===== src/rtl/fxp_add_sched.sv =====
// Round-robin scheduler sharing one saturating Q3.4 + Q2.3 -> Q3.1 adder among NREQ requesters.
// Optional saturation event counter enabled by defining FXP_SAT_CNT_EN.
module fxp_add_sched #(
    parameter int NREQ  = 4,
    parameter int ID_W  = $clog2(NREQ),
    parameter int CNT_W = 16
) (
    input  logic                clk,
    input  logic                rst,
    input  logic [NREQ-1:0]     req_valid,
    output logic [NREQ-1:0]     req_ready,
    input  logic [NREQ*7-1:0]   req_a,
    input  logic [NREQ*5-1:0]   req_b,
    output logic                res_valid,
    input  logic                res_ready,
    output logic [3:0]          res_c,
    output logic [ID_W-1:0]     res_id,
    output logic                res_sat
`ifdef FXP_SAT_CNT_EN
    ,
    input  logic                sat_cnt_clr,
    output logic [CNT_W-1:0]    sat_cnt
`endif
);

    function automatic logic [ID_W-1:0] wrap_add(input logic [ID_W-1:0] base, input int off);
        int s;
        s = 32'(base) + off;
        if (s >= NREQ) s = s - NREQ;
        return ID_W'(s);
    endfunction

    logic [6:0]      a_arr [NREQ];
    logic [4:0]      b_arr [NREQ];

    generate
        for (genvar gi = 0; gi < NREQ; gi++) begin : g_unpack
            assign a_arr[gi] = req_a[7*gi +: 7];
            assign b_arr[gi] = req_b[5*gi +: 5];
        end
    endgenerate

    logic [ID_W-1:0] ptr_reg;
    logic            s1_valid_reg;
    logic [6:0]      s1_a_reg;
    logic [4:0]      s1_b_reg;
    logic [ID_W-1:0] s1_id_reg;
    logic            res_valid_reg;
    logic [3:0]      res_c_reg;
    logic [ID_W-1:0] res_id_reg;
    logic            res_sat_reg;

    logic            s2_load;
    logic            s1_load;
    logic [NREQ-1:0] grant;
    logic [ID_W-1:0] grant_id;
    logic [ID_W-1:0] cand;
    logic            grant_any;

    assign s2_load = !res_valid_reg || res_ready;
    assign s1_load = !s1_valid_reg || s2_load;

    // First valid requester at or after ptr, wrapping modulo NREQ.
    always_comb begin
        grant     = '0;
        grant_id  = ptr_reg;
        grant_any = 1'b0;
        cand      = ptr_reg;
        for (int k = 0; k < NREQ; k++) begin
            cand = wrap_add(ptr_reg, k);
            if (!grant_any && req_valid[cand]) begin
                grant[cand] = 1'b1;
                grant_id    = cand;
                grant_any   = 1'b1;
            end
        end
    end

    assign req_ready = grant & {NREQ{s1_load & ~rst}};

    logic [7:0] sum8;
    logic [4:0] r_next;
    logic       sat_next;
    logic [3:0] c_next;

    // Q4.4 sum, round half-up to Q3.1, clamp at 7.5.
    always_comb begin
        sum8     = {1'b0, s1_a_reg} + {2'b0, s1_b_reg, 1'b0};
        r_next   = 5'((sum8 + 8'd4) >> 3);
        sat_next = r_next > 5'd15;
        c_next   = sat_next ? 4'hF : r_next[3:0];
    end

    always_ff @(posedge clk) begin
        if (rst) begin
            ptr_reg       <= '0;
            s1_valid_reg  <= 1'b0;
            s1_a_reg      <= '0;
            s1_b_reg      <= '0;
            s1_id_reg     <= '0;
            res_valid_reg <= 1'b0;
            res_c_reg     <= '0;
            res_id_reg    <= '0;
            res_sat_reg   <= 1'b0;
        end else begin
            if (s2_load) begin
                res_valid_reg <= s1_valid_reg;
                if (s1_valid_reg) begin
                    res_c_reg   <= c_next;
                    res_id_reg  <= s1_id_reg;
                    res_sat_reg <= sat_next;
                end
            end
            if (s1_load) begin
                s1_valid_reg <= grant_any;
                if (grant_any) begin
                    s1_a_reg  <= a_arr[grant_id];
                    s1_b_reg  <= b_arr[grant_id];
                    s1_id_reg <= grant_id;
                    ptr_reg   <= wrap_add(grant_id, 1);
                end
            end
        end
    end

    assign res_valid = res_valid_reg;
    assign res_c     = res_c_reg;
    assign res_id    = res_id_reg;
    assign res_sat   = res_sat_reg;

`ifdef FXP_SAT_CNT_EN
    logic [CNT_W-1:0] sat_cnt_reg;

    always_ff @(posedge clk) begin
        if (rst || sat_cnt_clr) begin
            sat_cnt_reg <= '0;
        end else if (res_valid_reg && res_ready && res_sat_reg && !(&sat_cnt_reg)) begin
            sat_cnt_reg <= sat_cnt_reg + 1'b1;
        end
    end

    assign sat_cnt = sat_cnt_reg;
`endif

endmodule

===== config.mk =====
export PLATFORM = sky130hd
export DESIGN_NAME = fxp_add_sched
export DESIGN_NICKNAME = d
export VERILOG_FILES = /design/src/rtl/fxp_add_sched.sv
export SDC_FILE = /design/constraint.sdc
export NUM_CORES = 1
export LEC_CHECK = 0
export CAP_MARGIN = 20
export CORE_UTILIZATION = 25
export CTS_CLUSTER_DIAMETER = 30
export DETAILED_ROUTE_END_ITERATION = 8
export PLACE_DENSITY = 0.52
export SKIP_LAST_GASP = 1
export SLEW_MARGIN = 0
export SYNTH_ARGS = -nofsm -noshare
export SYNTH_HDL_FRONTEND = slang
export SYNTH_SLANG_ARGS = --single-unit
export TNS_END_PERCENT = 1

===== constraint.sdc =====
create_clock -name clk -period 8 [get_ports clk]
set_input_delay 1.6 -clock clk [delete_from_list [all_inputs] [get_ports clk]]
set_output_delay 1.6 -clock clk [all_outputs]
set_load 0.03 [all_outputs]

# Yosys cells after proc, flatten, opt, wreduce, memory -nomap -nowiden
# Index checks and enable logic that the tools add are counted.
# word_totals
ff_bits	25
latchBits	0
mem_bits_rw	0
mem_bits_ro	0
inputBits	55
out_inout_bits	12
wordCells	98
n_memories	0
# classes
add_sub_neg	11
n_mul	0
n_div	0
order_cmp	15
n_eq_ne	0
shift	0
mux	40
bitwise_logic	7
reduce_logical	16
# ops
operator	count
$mux 4	5
$mux 2	9
$ge 3x3->1 const B	5
$bmux 7 s2	1
$mux 7	2
$lt 2x3->1 const B	4
$mux 1	12
$or 4x4->4	3
$bmux 5 s2	1
$mux 5	2
$sub 2x1->2 const B	5
$add 7x6->8	1
$add 8x3->8 const B	1
$bmux 1 s2	4
$demux 1 s2	4
$ge 2x1->1 const B	4
$logic_and 1x1->1	7
$add 2x1->3 const B	2
$add 2x2->3 const B	2
$gt 5x4->1 const B	1
$logic_not 1->1	5
$and 4x4->4	1
$reduce_and 2->1	2
$ge 2x3->1 const B	1
other kinds (4)	5

# Logic depth before layout (Yosys ltp)
# logic_depth
word_depth	18
mapped_depth	10
depth_no_buf	10

# Worst setup path before layout
# Ideal clock, no wire load.
# synth_timing
path_type	input-to-output
start	in req_valid[3]
end	out req_ready[0]
arrival_time_ns	3.229
required_ns	6.400
setup_slack_ns	3.171
stages	6
path_buffers	1
cell_sequence	buf_4 > mux4_2 > and2b_2 > a22o_2 > mux2i_1 > a21oi_1
# synth_between
elab_chain_cells	13
word_cells_on_any_way	25
classes_between	mux: 15; bitwise: 4; reduce/logical: 6
# synth_rtl
item	line	source
from (decl)	10	input logic [NREQ-1:0] req_valid,
$bmux 1 s2	71	if (!grant_any && req_valid[cand]) begin
$mux 1 (implied by the code)	71	
$mux 1	71	
$logic_not 1->1	71	
$logic_and 1x1->1	71	
$mux 1	71	
$logic_not 1->1	71	
$logic_and 1x1->1	71	
$mux 1	71	
$logic_not 1->1	71	
$logic_and 1x1->1	71	
$mux 4 *	71	
$and 4x4->4 *	79	assign req_ready = grant & {NREQ{s1_load & ~rst}};
to (decl)	11	output logic [NREQ-1:0] req_ready,
# Mark *: on every way between the ends. The rest lies on a longest branch, timed or not. The select of a mux whose other input is x is not followed.

# Final worst setup path
# layout_timing
start	in req_valid[2]
end	out req_ready[1]
# Same word-level chain as after synthesis.

==> results.md <==
## Run status
* run status: complete, no violations

## Timing
* final worst-path cycle share: 71.6%
* Layout Skew: 3.52 ps
* worst rel slew slack: 30.4%
* Final Max Tran Viols: 0
* total of endpoints with negative setup slack in the final report: 0
* setup TNS: 0 ps
* number of endpoints with negative hold slack in the final report: 0
* Worst Setup Slack, final: 2270 ps
* Max Clock Freq: 0.174 GHz
* RSZ-0062 raised after global routing: false
* min Tclk post-route: 5730 ps
* measured slew at the worst slew-check pin: 1040 ps

## Global route
* largest net degree at the start of global routing: 26
* aggregate global-route resource usage: 11.5%
* first-pass GRT wire length: 7210 um
* via count of the first global-routing pass: 1,536
* Remaining Overflow, GRT: 0
* initial antenna violation count: 0

## Clock network
* post-CTS setup buffers: 0
* clock edge transition at the registers on the reported setup and hold paths: 80 ps
* CTS max path bufs: 2
* CTS sink count: 24
* worst-skew pair later-pin latency: 270 ps
* Gates resized, CTS repair: 0
* Clock Root Buffer: clkbuf_8
* cts-stage hold buffer count: 0
* number of buffers created by CTS: 3
* H-tree depth: 1
* clock tree from TritonCTS: done

## Critical path
* critical path launch point: req_valid[2]
* r2r setup slk: 4580 ps
* Worst R2R Start: ptr_reg[0]
* number of cells on the worst reg-to-reg path: 8
* critical path data required time: 6400 ps
* maximum fanout encountered on the critical timing path: 9
* R2R Path End: s1_b_reg[4]
* startpoint class of the critical path: input pin
* capturing instance or port of the critical path: req_ready[1]
* kind of critical path: input pin to output port
* Crit path arrival time: 4130 ps
* category of the worst setup path capture point: output port

## Cells and area
* Layout area overhead: 38.8%
* fraction of layout instances using a drive strength above 1: 11.4%
* final standard cell utilization of the core: 36.3%
* Design Area, Final: 2660 um^2
* number of antenna diodes: 0
* Largest register FFs: 6
* net count of the finished layout: 327

## Place
* I/O Buffers: 62
* HPWL after DPL: 3370 um
* routability congestion estimate: 0.745
* post-detailed-placement cell area: 2590 um^2
* Setup Slack @ Placement: 2270 ps

## Detailed routing
* DR vias/cell: 4.50
* count of TritonRoute iterations in the first routing pass: 4
* final wirelength: 4280 um
* number of remaining DRC errors: 0
* DR iter-0 viols: 26
* via count: 1,594
* remaining number of nets flagged by the antenna check after routing: 0
* routed length per instance: 12.1 um

## Job
* number of max-capacitance violations reported: 0

## Pwr
* highest ir drop seen on vdd: 0.000109 V
* reported leakage power: 1.07 nW
* Final Total Pwr: 0.853 mW
* power density of the placed cells: 321 nW/um^2

## Synthesis
* post-synthesis register bit count: 24
* share of async-settable or async-resettable flops after synthesis: 0%
* post-synthesis average cell area: 9.63 um^2
* count of cell types in the netlist: 42
* top cells by instance count after synthesis: 28 x mux2i_1, 24 x dfxtp_1, 23 x nand2_1
* Post-Syn Area: 1920 um^2
* synthesis warning total: 0
* fraction of post-synthesis cell area in the top cell type by area: 25.1%
* cell type with the highest aggregate area in the netlist: dfxtp_1
* proportion of synthesized chip area in sequential cells: 25.1%
* leading cell type by number of instances after synthesis: mux2i_1
* most area-consuming cells after synthesis: dfxtp_1 25%, mux2i_1 15%, ha_1 9.8%
* nets in the synthesized netlist: 270
* number of synthesized flops with an enable pin: 0
* number of instances in the synthesized netlist: 199
* ys flop type: dfxtp_1

## Floorplanning
* effective utilization at floorplan: 26.1%
* floorplan die area: 8020 um^2
* number of top-level pins: 67
* Die Width: 89.6 um
* core area: 7330 um^2
* number of core rows: 31
* die span in y: 89.6 um

## Hold path
* class of the tightest hold or removal check: flop to flop

final cells by class:
class	count	area, um^2
multi-input combinational	156	1330
sequential	24	480
tap	99	124
clock inverter	1	30.0
inverter	9	33.8
timing repair buffer	62	621
clock buffer	3	41.3
fill	765	4670
logic make-up (layout without fill, tap and decap cells):
group / after synthesis / after routing / synth area share, %
xor gates and xnor gates: 4 / 4 / 2.81
muxes: 35 / 35 / 21.7
DFF: 24 / 24 / 25.1
buffers and inverters: 19 / 75 / 5.55
adders and majority gates: 16 / 16 / 10.8
AOI/OAI and AO/OA: 42 / 42 / 18.9
and+or+nand+nor: 59 / 59 / 15.1
power by group:
group | internal [mW] | switching [mW]
clock | 0.0669 | 0.0397
combinational | 0.272 | 0.282
sequential | 0.158 | 0.0335
stage by stage:
stage	hold WS [ps]	instances
final	460	354
after global routing	502	354
after CTS	466	354
after detailed placement	454	350
after global placement	452	350
after floorplan	436	199
placed cells by master (no fill, tap or decap), drive strengths merged, types with 2 or more instances in the layout:
cell type and n:
ha 15, mux4 3, or3 4, mux2i 29
clkbuf 3, nand2 23, dfxtp 24, nor2 15
o21ai 7, nor3 2, inv 9, xor2 3
a22o 4, a21oi 11, nor2b 3, o221ai 12
nand2b 4, mux2 3, clkdlybuf4s50 62, a211oi 5
worst max-delay path, cell delays in order:
cell and delay, ps:
clkdlybuf4s50_1 530, or3_1 460, or3_1 320, a21oi_1 310, nand2_1 100, a21oi_1 130
clkdlybuf4s50_1 680
per-layer routing:
metal	GRT usage, %	part of all wire (%)	wire (um)
met5	0	0	0
met4	2.16	0.89	38
met3	2.31	4.4	189
met2	20.2	49	2080
met1	14.7	46	1970
how the worst min path moves through the flow:
stage / end / slack [ps] / depth (start not counted) / from
floorplan: s1_a_reg[2] / 440 / 2 / s1_a_reg[2]
global placement: s1_id_reg[1] / 450 / 2 / s1_id_reg[1]
detailed placement: s1_id_reg[1] / 450 / 2 / s1_id_reg[1]
CTS: s1_id_reg[1] / 470 / 2 / s1_id_reg[1]
global route: s1_id_reg[1] / 500 / 2 / s1_id_reg[1]
finish: s1_id_reg[1] / 460 / 2 / s1_id_reg[1]
Note: power is estimated with default switching activity, not from simulation.
